[src/rtl/spi_bus_arbiter.sv]
// spi_bus_arbiter: shares one mode-0 SPI bus between two byte
// requesters with round-robin grant and chip-select locking.
module spi_bus_arbiter #(
  parameter int CLK_DIV = 2,
  parameter int N_CS    = 5
) (
  input  logic            clk,
  input  logic            reset_n,
  input  logic            a_req,
  input  logic            b_req,
  input  logic [2:0]      a_cs_sel,
  input  logic [2:0]      b_cs_sel,
  input  logic [7:0]      a_wdata,
  input  logic [7:0]      b_wdata,
  input  logic            a_hold,
  input  logic            b_hold,
  output logic            a_ack,
  output logic            b_ack,
  output logic [7:0]      rdata,
  output logic            spi_clk,
  output logic            spi_mosi,
  input  logic            spi_miso,
  output logic [N_CS-1:0] cs_n,
  output logic            busy,
  output logic            owner
);

  localparam int CW = $clog2(CLK_DIV + 1);
  localparam logic [CW-1:0] HLAST = CW'(CLK_DIV - 1);

  localparam logic [2:0] S_IDLE  = 3'd0;
  localparam logic [2:0] S_SETUP = 3'd1;
  localparam logic [2:0] S_SHIFT = 3'd2;
  localparam logic [2:0] S_DONE  = 3'd3;
  localparam logic [2:0] S_OWNED = 3'd4;
  localparam logic [2:0] S_GAP   = 3'd5;

  logic [2:0]      state_q, state_d;
  logic [CW-1:0]   hcnt_q, hcnt_d;
  logic [4:0]      ecnt_q, ecnt_d;
  logic            sck_q, sck_d;
  logic [7:0]      tx_q, tx_d;
  logic [7:0]      rx_q, rx_d;
  logic [7:0]      rdata_q, rdata_d;
  logic [N_CS-1:0] csn_q, csn_d;
  logic            hold_q, hold_d;
  logic            owner_q, owner_d;

  logic            hlast;
  logic            gnt_b;
  logic [2:0]      sel_cs;
  logic [7:0]      sel_wdata;
  logic            sel_hold;
  logic            own_req;
  logic [7:0]      own_wdata;
  logic            own_hold;
  logic [N_CS-1:0] csn_sel;

  assign hlast = (hcnt_q == HLAST);

  // Contention goes to whoever did not own the bus last.
  assign gnt_b     = b_req & (~a_req | ~owner_q);
  assign sel_cs    = gnt_b ? b_cs_sel : a_cs_sel;
  assign sel_wdata = gnt_b ? b_wdata  : a_wdata;
  assign sel_hold  = gnt_b ? b_hold   : a_hold;

  assign own_req   = owner_q ? b_req   : a_req;
  assign own_wdata = owner_q ? b_wdata : a_wdata;
  assign own_hold  = owner_q ? b_hold  : a_hold;

  always_comb begin
    csn_sel = '1;
    for (int i = 0; i < N_CS; i++) begin
      if (32'(sel_cs) == i) csn_sel[i] = 1'b0;
    end
  end

  always_comb begin
    state_d = state_q;
    hcnt_d  = hcnt_q;
    ecnt_d  = ecnt_q;
    sck_d   = sck_q;
    tx_d    = tx_q;
    rx_d    = rx_q;
    rdata_d = rdata_q;
    csn_d   = csn_q;
    hold_d  = hold_q;
    owner_d = owner_q;
    unique case (state_q)
      S_IDLE: begin
        if (a_req | b_req) begin
          owner_d = gnt_b;
          tx_d    = sel_wdata;
          hold_d  = sel_hold;
          csn_d   = csn_sel;
          state_d = S_SETUP;
        end
      end
      S_SETUP: begin
        if (hlast) begin
          hcnt_d  = '0;
          state_d = S_SHIFT;
        end else begin
          hcnt_d = hcnt_q + CW'(1);
        end
      end
      S_SHIFT: begin
        if (hlast) begin
          hcnt_d = '0;
          ecnt_d = ecnt_q + 5'd1;
          sck_d  = ~sck_q;
          // Low SCK going high samples; high going low shifts out.
          if (!sck_q) rx_d = {rx_q[6:0], spi_miso};
          else        tx_d = {tx_q[6:0], 1'b1};
          if (ecnt_q == 5'd15) begin
            ecnt_d  = '0;
            sck_d   = 1'b0;
            rdata_d = rx_q;
            state_d = S_DONE;
          end
        end else begin
          hcnt_d = hcnt_q + CW'(1);
        end
      end
      S_DONE: begin
        if (hold_q) begin
          state_d = S_OWNED;
        end else begin
          csn_d   = '1;
          tx_d    = '1;
          state_d = S_GAP;
        end
      end
      S_OWNED: begin
        if (own_req) begin
          tx_d    = own_wdata;
          hold_d  = own_hold;
          state_d = S_SHIFT;
        end
      end
      S_GAP: begin
        if (hlast) begin
          hcnt_d  = '0;
          state_d = S_IDLE;
        end else begin
          hcnt_d = hcnt_q + CW'(1);
        end
      end
      default: begin
        csn_d   = '1;
        tx_d    = '1;
        sck_d   = 1'b0;
        hcnt_d  = '0;
        ecnt_d  = '0;
        state_d = S_IDLE;
      end
    endcase
  end

  always_ff @(posedge clk or negedge reset_n) begin
    if (!reset_n) begin
      state_q <= S_IDLE;
      hcnt_q  <= '0;
      ecnt_q  <= '0;
      sck_q   <= 1'b0;
      tx_q    <= '1;
      rx_q    <= '0;
      rdata_q <= '0;
      csn_q   <= '1;
      hold_q  <= 1'b0;
      owner_q <= 1'b0;
    end else begin
      state_q <= state_d;
      hcnt_q  <= hcnt_d;
      ecnt_q  <= ecnt_d;
      sck_q   <= sck_d;
      tx_q    <= tx_d;
      rx_q    <= rx_d;
      rdata_q <= rdata_d;
      csn_q   <= csn_d;
      hold_q  <= hold_d;
      owner_q <= owner_d;
    end
  end

  assign a_ack    = (state_q == S_DONE) & ~owner_q;
  assign b_ack    = (state_q == S_DONE) &  owner_q;
  assign rdata    = rdata_q;
  assign spi_clk  = sck_q;
  assign spi_mosi = tx_q[7];
  assign cs_n     = csn_q;
  assign busy     = (state_q != S_IDLE);
  assign owner    = owner_q;

endmodule
[config.mk]
export PLATFORM = sky130hd
export DESIGN_NAME = spi_bus_arbiter
export DESIGN_NICKNAME = d
export VERILOG_FILES = /design/src/rtl/spi_bus_arbiter.sv
export SDC_FILE = /design/constraint.sdc
export NUM_CORES = 1
export LEC_CHECK = 0
export CAP_MARGIN = 30
export CORE_ASPECT_RATIO = 1.75
export CORE_MARGIN = 3
export CORE_UTILIZATION = 51
export DETAILED_ROUTE_END_ITERATION = 8
export PLACE_DENSITY_LB_ADDON = 0.05
export SLEW_MARGIN = 20
export SYNTH_ARGS = -nofsm -noshare
export SYNTH_HDL_FRONTEND = slang
export SYNTH_SLANG_ARGS = --single-unit
[constraint.sdc]
create_clock -name clk -period 2.1 [get_ports clk]
set_clock_uncertainty 0.15 [all_clocks]
set_input_delay 0.21 -clock clk [delete_from_list [all_inputs] [get_ports clk]]
set_output_delay 0.21 -clock clk [all_outputs]
set_load 0.05 [all_outputs]
## After elaboration in Yosys (flattened, before gate mapping)

Index checks and enable logic that the tools add are counted.

- Bits in registers: 42
- Input port bits: 29
- Output and inout bits: 19
- Logic and storage cells: 98

- $add $sub $neg: 2
- Equal/unequal tests: 19
- Multiplexer cells: 39
- Bitwise operators: 11
- Reductions and logical operators: 17

Operators with widths:

| operator | count |
|---|---|
| 2-to-1 mux 8 bit | 7 |
| one-hot mux 8 bit (5 select lines) | 1 |
| 2-to-1 mux 3 bit | 7 |
| 2-to-1 mux 5 bit | 4 |
| one-hot mux 3 bit (6 select lines) | 1 |
| != test 2 bit, second input constant | 8 |
| one-hot mux 5 bit (3 select lines) | 1 |
| 2-to-1 mux 1 bit | 13 |
| == test 3 x 2 -> 1 bit, second input constant | 4 |
| AND reduction 3 bit | 4 |
| AND reduction 6 bit | 2 |
| one-hot mux 5 bit (2 select lines) | 1 |
| == test 3 bit, second input constant | 3 |
| == test 3 x 1 -> 1 bit, second input constant | 2 |
| zero test 3 bit | 2 |
| inverter 1 bit | 6 |
| OR reduction 3 bit | 2 |
| adder 5 x 1 -> 5 bit, second input constant | 1 |
| == test 5 x 4 -> 1 bit, second input constant | 1 |
| OR reduction 5 bit | 1 |
| one-hot mux 1 bit (2 select lines) | 2 |
| one-hot mux 2 bit (2 select lines) | 1 |
| AND reduction 2 bit | 2 |
| OR reduction 4 bit | 1 |
| other kinds (8) | 11 |

## Longest topological paths before layout

Gate-level depths: netlist (run 1).

- Word-level depth: 8
- Mapped depth: 6
- Mapped depth without buffers: 5

## Least setup slack after synthesis (run 1)

OpenSTA, ideal clock, no wires.

- Kind: flip-flop to output port
- From: reg owner_q, in the netlist owner
- To: out b_ack
- Arrival: 2.189 ns
- Data required time: 1.740 ns
- Path slack: -0.449 ns
- Stages on the path, launching flop included: 4
- Path buffers: 2
- Cell sequence: dfrtp_1 -> buf_6 -> buf_2 -> nor3b_1

- Word-level cells in the longest chain between the ends: 1

Ends and longest elaborated chain:

| element | RTL line | text |
|---|---|---|
| start, declared | 47 | `logic owner_q, owner_d;` |
| start signal, assigned | 182 | `owner_q <= owner_d;` |
| bitwise AND 1 bit | 187 | `assign b_ack = (state_q == S_DONE) & owner_q;` |
| end, declared | 18 | `output logic b_ack,` |

No other way between the ends.

## Final worst setup path (run 1)

- From: reg tx_q[7]
- To: out spi_mosi

RTL lines:

| element | RTL line | text |
|---|---|---|
| start, declared | 42 | `logic [7:0] tx_q, tx_d;` |
| start signal, assigned | 177 | `tx_q <= tx_d;` |
| end, declared | 21 | `output logic spi_mosi,` |

No word-level cell between the ends.

==> out/results.ini, run 1 <==
[run_status]
run_status=finished, final reports clean

[synth]
synth_largest_type_area_fraction=0.311
number_of_enable_type_register_cells_in_the_synthesized_netlist=0
yosys_warnings=0
syn_nets=247
synth_area_per_cell_um2=10.7
yosys_register_bits=42
post_synth_num_cell_types=48
synth_async_sr_flop_share=1.00
ys.flop_type=sky130_fd_sc_hd__dfrtp_1
synth-seq-area-share=0.458
synth_area_mm2=0.00233
post_synth_main_area_contributors=sky130_fd_sc_hd__dfrtp_1, sky130_fd_sc_hd__dfstp_2, sky130_fd_sc_hd__mux2_2
post_synth_inst_count=217
yosysTopAreaCell=sky130_fd_sc_hd__dfrtp_1

[grt]
grt_use_total=0.212
gr-total-overflow=0
grt_start_max_net_pins=16
antenna_found_initial=0
grt_pass1_wl_um=9090
grt_pass1_vias=2000

[cts]
clock_slew_at_reported_path_ffs_ns=0.08
cts-root-to-sink-buffers=2
clk-insertion-delay-late_ns=0.29
cts_tree=built
cts_sinks=42
cts_root_buf=sky130_fd_sc_hd__clkbuf_8
cts-buffers-inserted=5
htree_num_levels=2

[power]
switching_share=0.400
total_switching_power_w=0.00165
sequentialPowerShare=0.350
p_int_w=0.00248
power.static_leakage_nw=1.27
share_comb_of_total_power=0.500
vdd.ir_drop.worst_uv=1180
clockPowerShare=0.150
p_per_area_mw_per_mm2=1340

[sta]
timing.final.max_slew_violations=0
report.final.hold_viol_count=0
tns_ns=0
final_critical_path_setup_slack_ns=0.107
period_share=0.949
setup_viol_count_final=0
measured_slew_at_the_worst_slew_check_pin_ns=0.517
grt_setup_unrepaired=false
timing.max_slew.rel_slack=0.654
hold-worst-slack_ns=0.194
fmax_ghz=0.502
fin_crit_ns=1.99

[setup_path]
cp.required_ns=1.74
cp_slowest_cell=sky130_fd_sc_hd__clkdlybuf4s50_1
path_max_fanout=2
critical-path-top-delay-family=buffers and inverters
criticalPathCategory=reg -> out
critical_path.startpoint_type=register
crit_chain=clkdlybuf4s50_1
timing.critical_path.to_type=primary output
cp_data_arrival_time_ns=1.63
critical-path-max-stage-delay_ns=0.79
critical_path.n_buffers_inverters=1

[drt]
routed_wl_um=5370
post-route-drc-count=0
vias_per_cell=5.82
num_vias=1921
detail_route.wl_per_cell_um=16.3
detailedRoute.firstPassIterationCount=4
initialDrtViolationCount=57
antenna_violating_nets_post_route=0

[die]
fp.dieArea_mm2=0.00545
fp.coreArea_mm2=0.00427
floorplan.initialDensity=0.546
io_pins=48
chipHeight_um=95.4
die_width_um=57.1
num_rows=31

[placed_design]
place.port_buffers=47
postPlaceCellArea_mm2=0.00297
place_ws_ns=0.0455
place_congestion=0.859
post-dp-hpwl_um=3940

[layout]
share_of_final_layout_standard_cells_stronger_than_drive_strength_1=0.317
layout.nets=310
final_area_mm2=0.00309
areaGrowthSynthToFinish_pct=32.5
num_antenna_cells=0

[worst_hold_path]
hold_path.class=in -> async

[flow_run]
drv.max_cap_violation_count=0

-- routing by layer --
metal	wire (um)	GRT usage	vias up
met5	0	0	-
met4	65	0.0716	0
met3	270	0.0298	6
met2	2850	0.388	61
met1	2190	0.248	927
li1	-	-	927
-- cell usage in the layout, fill, tap and decap left out, types with 9 or more instances in the layout --
cell type,Yosys,final
sky130_fd_sc_hd__dfrtp_1,29,27
sky130_fd_sc_hd__mux2i_1,9,9
sky130_fd_sc_hd__nor2_1,15,15
sky130_fd_sc_hd__nand2_1,24,24
sky130_fd_sc_hd__mux2_2,24,24
sky130_fd_sc_hd__o22ai_1,9,9
sky130_fd_sc_hd__dfstp_2,13,13
sky130_fd_sc_hd__buf_4,2,20
sky130_fd_sc_hd__clkdlybuf4s50_1,0,42
sky130_fd_sc_hd__o21ai_0,10,9
sky130_fd_sc_hd__inv_1,9,9
-- power groups by stage --
stage	clock, W	sequential [W]	combinational [W]
floorplan	0	0.00164	0.00125
global placement	0	0.00145	0.00203
detailed placement	0	0.00146	0.00206
CTS	0.000636	0.00145	0.00208
global route	0.000671	0.00150	0.00224
finish	0.000621	0.00145	0.00207
-- logic make-up (layout without fill, tap and decap cells) --
| family | after synthesis | in the layout | synth area share |
|---|---|---|---|
| adder cells (fa/ha/maj) | 1 | 1 | 0.00537 |
| XOR/XNOR | 1 | 1 | 0.00376 |
| AND/OR/NAND/NOR | 60 | 60 | 0.140 |
| buffers and inverters | 20 | 84 | 0.0451 |
| multiplexers | 34 | 34 | 0.160 |
| flip-flops | 42 | 42 | 0.458 |
| AO/OA/AOI/OAI | 59 | 59 | 0.187 |
-- sequential cells by signal, summed over array words and instances, names as in the netlist --
| signal | flops |
|---|---|
| hcnt_q | 2 |
| rdata | 8 |
| rx_q | 8 |
| tx_q | 8 |
| ecnt_q | 5 |
| hold_q | 1 |
| cs_n | 5 |
| spi_clk | 1 |
| state_q | 3 |
| owner | 1 |
-- final timing paths --
path	startpoint	endpoint	slack [ns]	depth (start not counted)
min in group clk	rdata[7]	rdata[7]	0.36	1
setup reg to reg	owner	tx_q[0]	0.28	5
hold reg to reg	rdata[7]	rdata[7]	0.36	1
hold / removal	reset_n	state_q[2]	0.19	2
setup / recovery	tx_q[7]	spi_mosi	0.11	1
max in group asynchronous	reset_n	tx_q[1]	1.01	3
-- synth_stat cells (2+ instances only) --
master	n
sky130_fd_sc_hd__a21oi_1	6
sky130_fd_sc_hd__a22o_1	2
sky130_fd_sc_hd__a31o_2	7
sky130_fd_sc_hd__a31oi_1	7
sky130_fd_sc_hd__buf_2	6
sky130_fd_sc_hd__buf_4	2
sky130_fd_sc_hd__buf_6	2
sky130_fd_sc_hd__dfrtp_1	29
sky130_fd_sc_hd__dfstp_2	13
sky130_fd_sc_hd__inv_1	9
sky130_fd_sc_hd__mux2_2	24
sky130_fd_sc_hd__mux2i_1	9
sky130_fd_sc_hd__nand2_1	24
sky130_fd_sc_hd__nand2b_1	2
sky130_fd_sc_hd__nor2_1	15
sky130_fd_sc_hd__nor2b_1	2
sky130_fd_sc_hd__nor3_1	2
sky130_fd_sc_hd__nor3b_1	3
sky130_fd_sc_hd__nor4b_1	3
sky130_fd_sc_hd__o21ai_0	10
sky130_fd_sc_hd__o22a_1	5
sky130_fd_sc_hd__o22ai_1	9
-- repair_timing --
action / CTS / global route
endpoints found under the hold margin: 13 / 0
hold buffers: 1 / 0
resized for setup: 0 / 2
buffers inserted: 0 / 0
setup endpoints to repair: 0 / 3
-- final cells by class --
class | count | area [um2]
fillers | 321 | 1180
inverters | 9 | 33.8
repair buffers | 67 | 646
flip-flops and latches | 42 | 1070
clock buffers | 5 | 68.8
clock inverters | 3 | 40.0
multi-input cells | 155 | 1170
well taps | 49 | 61.3
-- through the flow --
stage          instances  power, W  utilization
6_report             330   0.00414        0.724
3_5_place_dp         321   0.00352        0.696
3_3_place_gp         321   0.00349        0.696
2_1_floorplan        217   0.00289            -
5_1_grt              330   0.00441        0.724
4_1_cts              330   0.00416        0.723
No activity file was read; power rests on OpenSTA's default activity.
==> run 2, diff against run 1 <==
--- a/config.mk
+++ b/config.mk
@@ -9,8 +9,10 @@
 export CORE_ASPECT_RATIO = 1.75
 export CORE_MARGIN = 3
 export CORE_UTILIZATION = 51
+export CTS_CLUSTER_SIZE = 20
 export DETAILED_ROUTE_END_ITERATION = 8
 export PLACE_DENSITY_LB_ADDON = 0.05
+export SETUP_SLACK_MARGIN = 0.05
 export SLEW_MARGIN = 20
 export SYNTH_ARGS = -nofsm -noshare
 export SYNTH_HDL_FRONTEND = slang
==> results of run 2 <==
No change in the layout: final DEF, timing and power equal those of run 1.
==> run 3, diff against run 2 <==
--- a/config.mk
+++ b/config.mk
@@ -6,9 +6,11 @@
 export NUM_CORES = 1
 export LEC_CHECK = 0
 export CAP_MARGIN = 30
+export CELL_PAD_IN_SITES_DETAIL_PLACEMENT = 0
+export CELL_PAD_IN_SITES_GLOBAL_PLACEMENT = 2
 export CORE_ASPECT_RATIO = 1.75
 export CORE_MARGIN = 3
-export CORE_UTILIZATION = 51
+export CORE_UTILIZATION = 32
 export CTS_CLUSTER_SIZE = 20
 export DETAILED_ROUTE_END_ITERATION = 8
 export PLACE_DENSITY_LB_ADDON = 0.05
==> run 3 against run 2 <==
  * First-iteration DRC count down 3.5%
  * Non-clock buffer count increased by 3
  * Combinational power grew 4%
  * Sequential power is essentially flat
  * Die area increased by 54%
  * Utilization down 25 points
  * Power rose by 12%
  * Worst hold slack better by 0.10 ns
  * Final cell count up 12%
  * Critical path depth unchanged
  * Highest routed layer unchanged
==> out/results.ini, run 3 (synthesis gave the netlist of run 1 again) <==
[sta]
measured_slew_at_the_worst_slew_check_pin_ns=0.541  ; +0.0246 ns
fmax_ghz=0.503  ; +0.24%
report.final.hold_viol_count=0  ; unchanged
timing.max_slew.rel_slack=0.639  ; -0.0151
period_share=0.947  ; -0.00226
setup_viol_count_final=0  ; unchanged
fin_crit_ns=1.99  ; -0.00474 ns
timing.final.max_slew_violations=0  ; unchanged
tns_ns=0  ; unchanged
grt_setup_unrepaired=false

[run_status]
run_status=finished, final reports clean

[setup_path]
cp.required_ns=1.74  ; about the same
path_max_fanout=2  ; unchanged
critical-path-max-stage-delay_ns=0.80  ; about the same
critical-path-top-delay-family=buffers and inverters
rr_startpoint=state_q[2]
cp-startpoint=cs_n[3]
timing.critical_path.to_type=primary output
critical_path.n_buffers_inverters=1  ; unchanged
cp_data_arrival_time_ns=1.63  ; about the same
crit_chain=clkdlybuf4s50_1
cp_slowest_cell=sky130_fd_sc_hd__clkdlybuf4s50_1
criticalPathCategory=reg -> out
critical_path.startpoint_type=register

[layout]
num_antenna_cells=0  ; unchanged
final-seq-area_mm2=0.00107  ; unchanged
layout.nets=313  ; +0.97%
mostFrequentLayoutCell=sky130_fd_sc_hd__clkdlybuf4s50_1
layout.cells.most_common_list=sky130_fd_sc_hd__clkdlybuf4s50_1, sky130_fd_sc_hd__dfrtp_1, sky130_fd_sc_hd__nand2_1, sky130_fd_sc_hd__mux2_2, sky130_fd_sc_hd__buf_4
areaGrowthSynthToFinish_pct=40.3
fill_cell_total_of_the_finished_layout=687  ; +110%
multi_input_comb_area_mm2=0.00117  ; unchanged
share_of_final_layout_standard_cells_stronger_than_drive_strength_1=0.324  ; +0.00722

[die]
io_pins=48  ; unchanged
floorplan.initialDensity=0.335  ; -0.211
fp.dieArea_mm2=0.00838  ; +54%
fp.coreArea_mm2=0.00696  ; +63%
num_rows=40  ; +29%
chipHeight_um=119  ; +25%
die_width_um=70.5  ; +23%

[cts]
clock_slew_at_reported_path_ffs_ns=0.06  ; -0.02 ns
cts-root-to-sink-buffers=2  ; unchanged
cts_tree=built
postCtsSetupBuffers=0  ; unchanged
cts_root_buf=sky130_fd_sc_hd__clkbuf_16
cts_sinks=42  ; unchanged
clk-insertion-delay-late_ns=0.29  ; about the same
htree_num_levels=2  ; unchanged
cts-buffers-inserted=5  ; unchanged

[placed_design]
place_congestion=0.795  ; -7.4%
place.port_buffers=47  ; unchanged
post-dp-hpwl_um=4760  ; +21%

[grt]
gr-total-overflow=0  ; unchanged
grt_pass1_wl_um=10400  ; +15%
grt_start_max_net_pins=23  ; +7
grt_use_total=0.159  ; -0.0527
antenna_found_initial=0  ; unchanged
grt_pass1_vias=1999  ; -0.050%

[drt]
initialDrtViolationCount=55  ; -3.5%
detailedRoute.firstPassIterationCount=4  ; unchanged
vias_per_cell=5.10  ; -12%
num_vias=1878  ; -2.2%
routed_wl_um=6210  ; +16%
post-route-drc-count=0  ; unchanged
antenna_violating_nets_post_route=0  ; unchanged
detail_route.wl_per_cell_um=16.9  ; +3.7%

[power]
power.total_w=0.00464  ; +12%
power.static_leakage_nw=1.33  ; +4.9%
p_per_area_mw_per_mm2=1420  ; +5.9%
vdd.ir_drop.worst_uv=687  ; -42%

[worst_hold_path]
hold_path.class=in -> async

[flow_run]
drv.max_cap_violation_count=0  ; unchanged

[run 3: stage by stage]
step	hold slack, ns	cell area, um2	std cells	util	setup WS, ns
detailed placement	0.0786	3060	359	0.440	0.0188
finish	0.296	3270	368	0.470	0.112
global route	0.344	3270	368	0.470	0.0701
floorplan	-0.236	2340	217	-	0.132
global placement	0.0721	3060	359	0.440	0.0936
CTS	0.309	3270	368	0.470	0.0986
[run 3: area by class of cell]
| class | instances | area share |
|---|---|---|
| clock buffers | 6 | 0.0425 |
| clock inverters | 2 | 0.0184 |
| inverters | 9 | 0.0103 |
| multi-input cells | 155 | 0.357 |
| flip-flops and latches | 42 | 0.327 |
| well taps | 84 | 0.0321 |
| repair buffers | 70 | 0.212 |
[run 3: path summary, 6_finish.rpt]
check                           cells past startpoint    endpoint  slack (ns)
max in group asynchronous                           3     cs_n[3]        0.93
min in group clk                                    1    rdata[7]        0.35
worst max-delay path                                1     cs_n[3]        0.11
worst min register to register                      1    rdata[7]        0.35
worst min-delay path                                2  state_q[0]        0.30
worst max register to register                      5     tx_q[0]        0.28
[run 3: timing repair]
item	4_1_cts	5_1_grt
gates resized for setup	1	0
endpoints found under the setup margin	2	0
hold buffers	1	0
hold endpoints to repair	9	0
[run 3: where the power goes]
| group | total [W] | internal [W] | leakage, nW | switching [W] |
|---|---|---|---|---|
| registers | 0.00145 | 0.00118 | 0.489 | 0.000261 |
| clock network | 0.00103 | 0.000714 | 0.0971 | 0.000319 |
| logic | 0.00216 | 0.00101 | 0.747 | 0.00116 |
[run 3: layer usage]
layer / vias to the layer above / global-route usage / part of all wire
li1: 935 / - / -
met1: 904 / 0.183 / 0.39
met2: 32 / 0.289 / 0.56
met3: 7 / 0.0262 / 0.029
met4: 0 / 0.0576 / 0.017
met5: - / 0 / 0
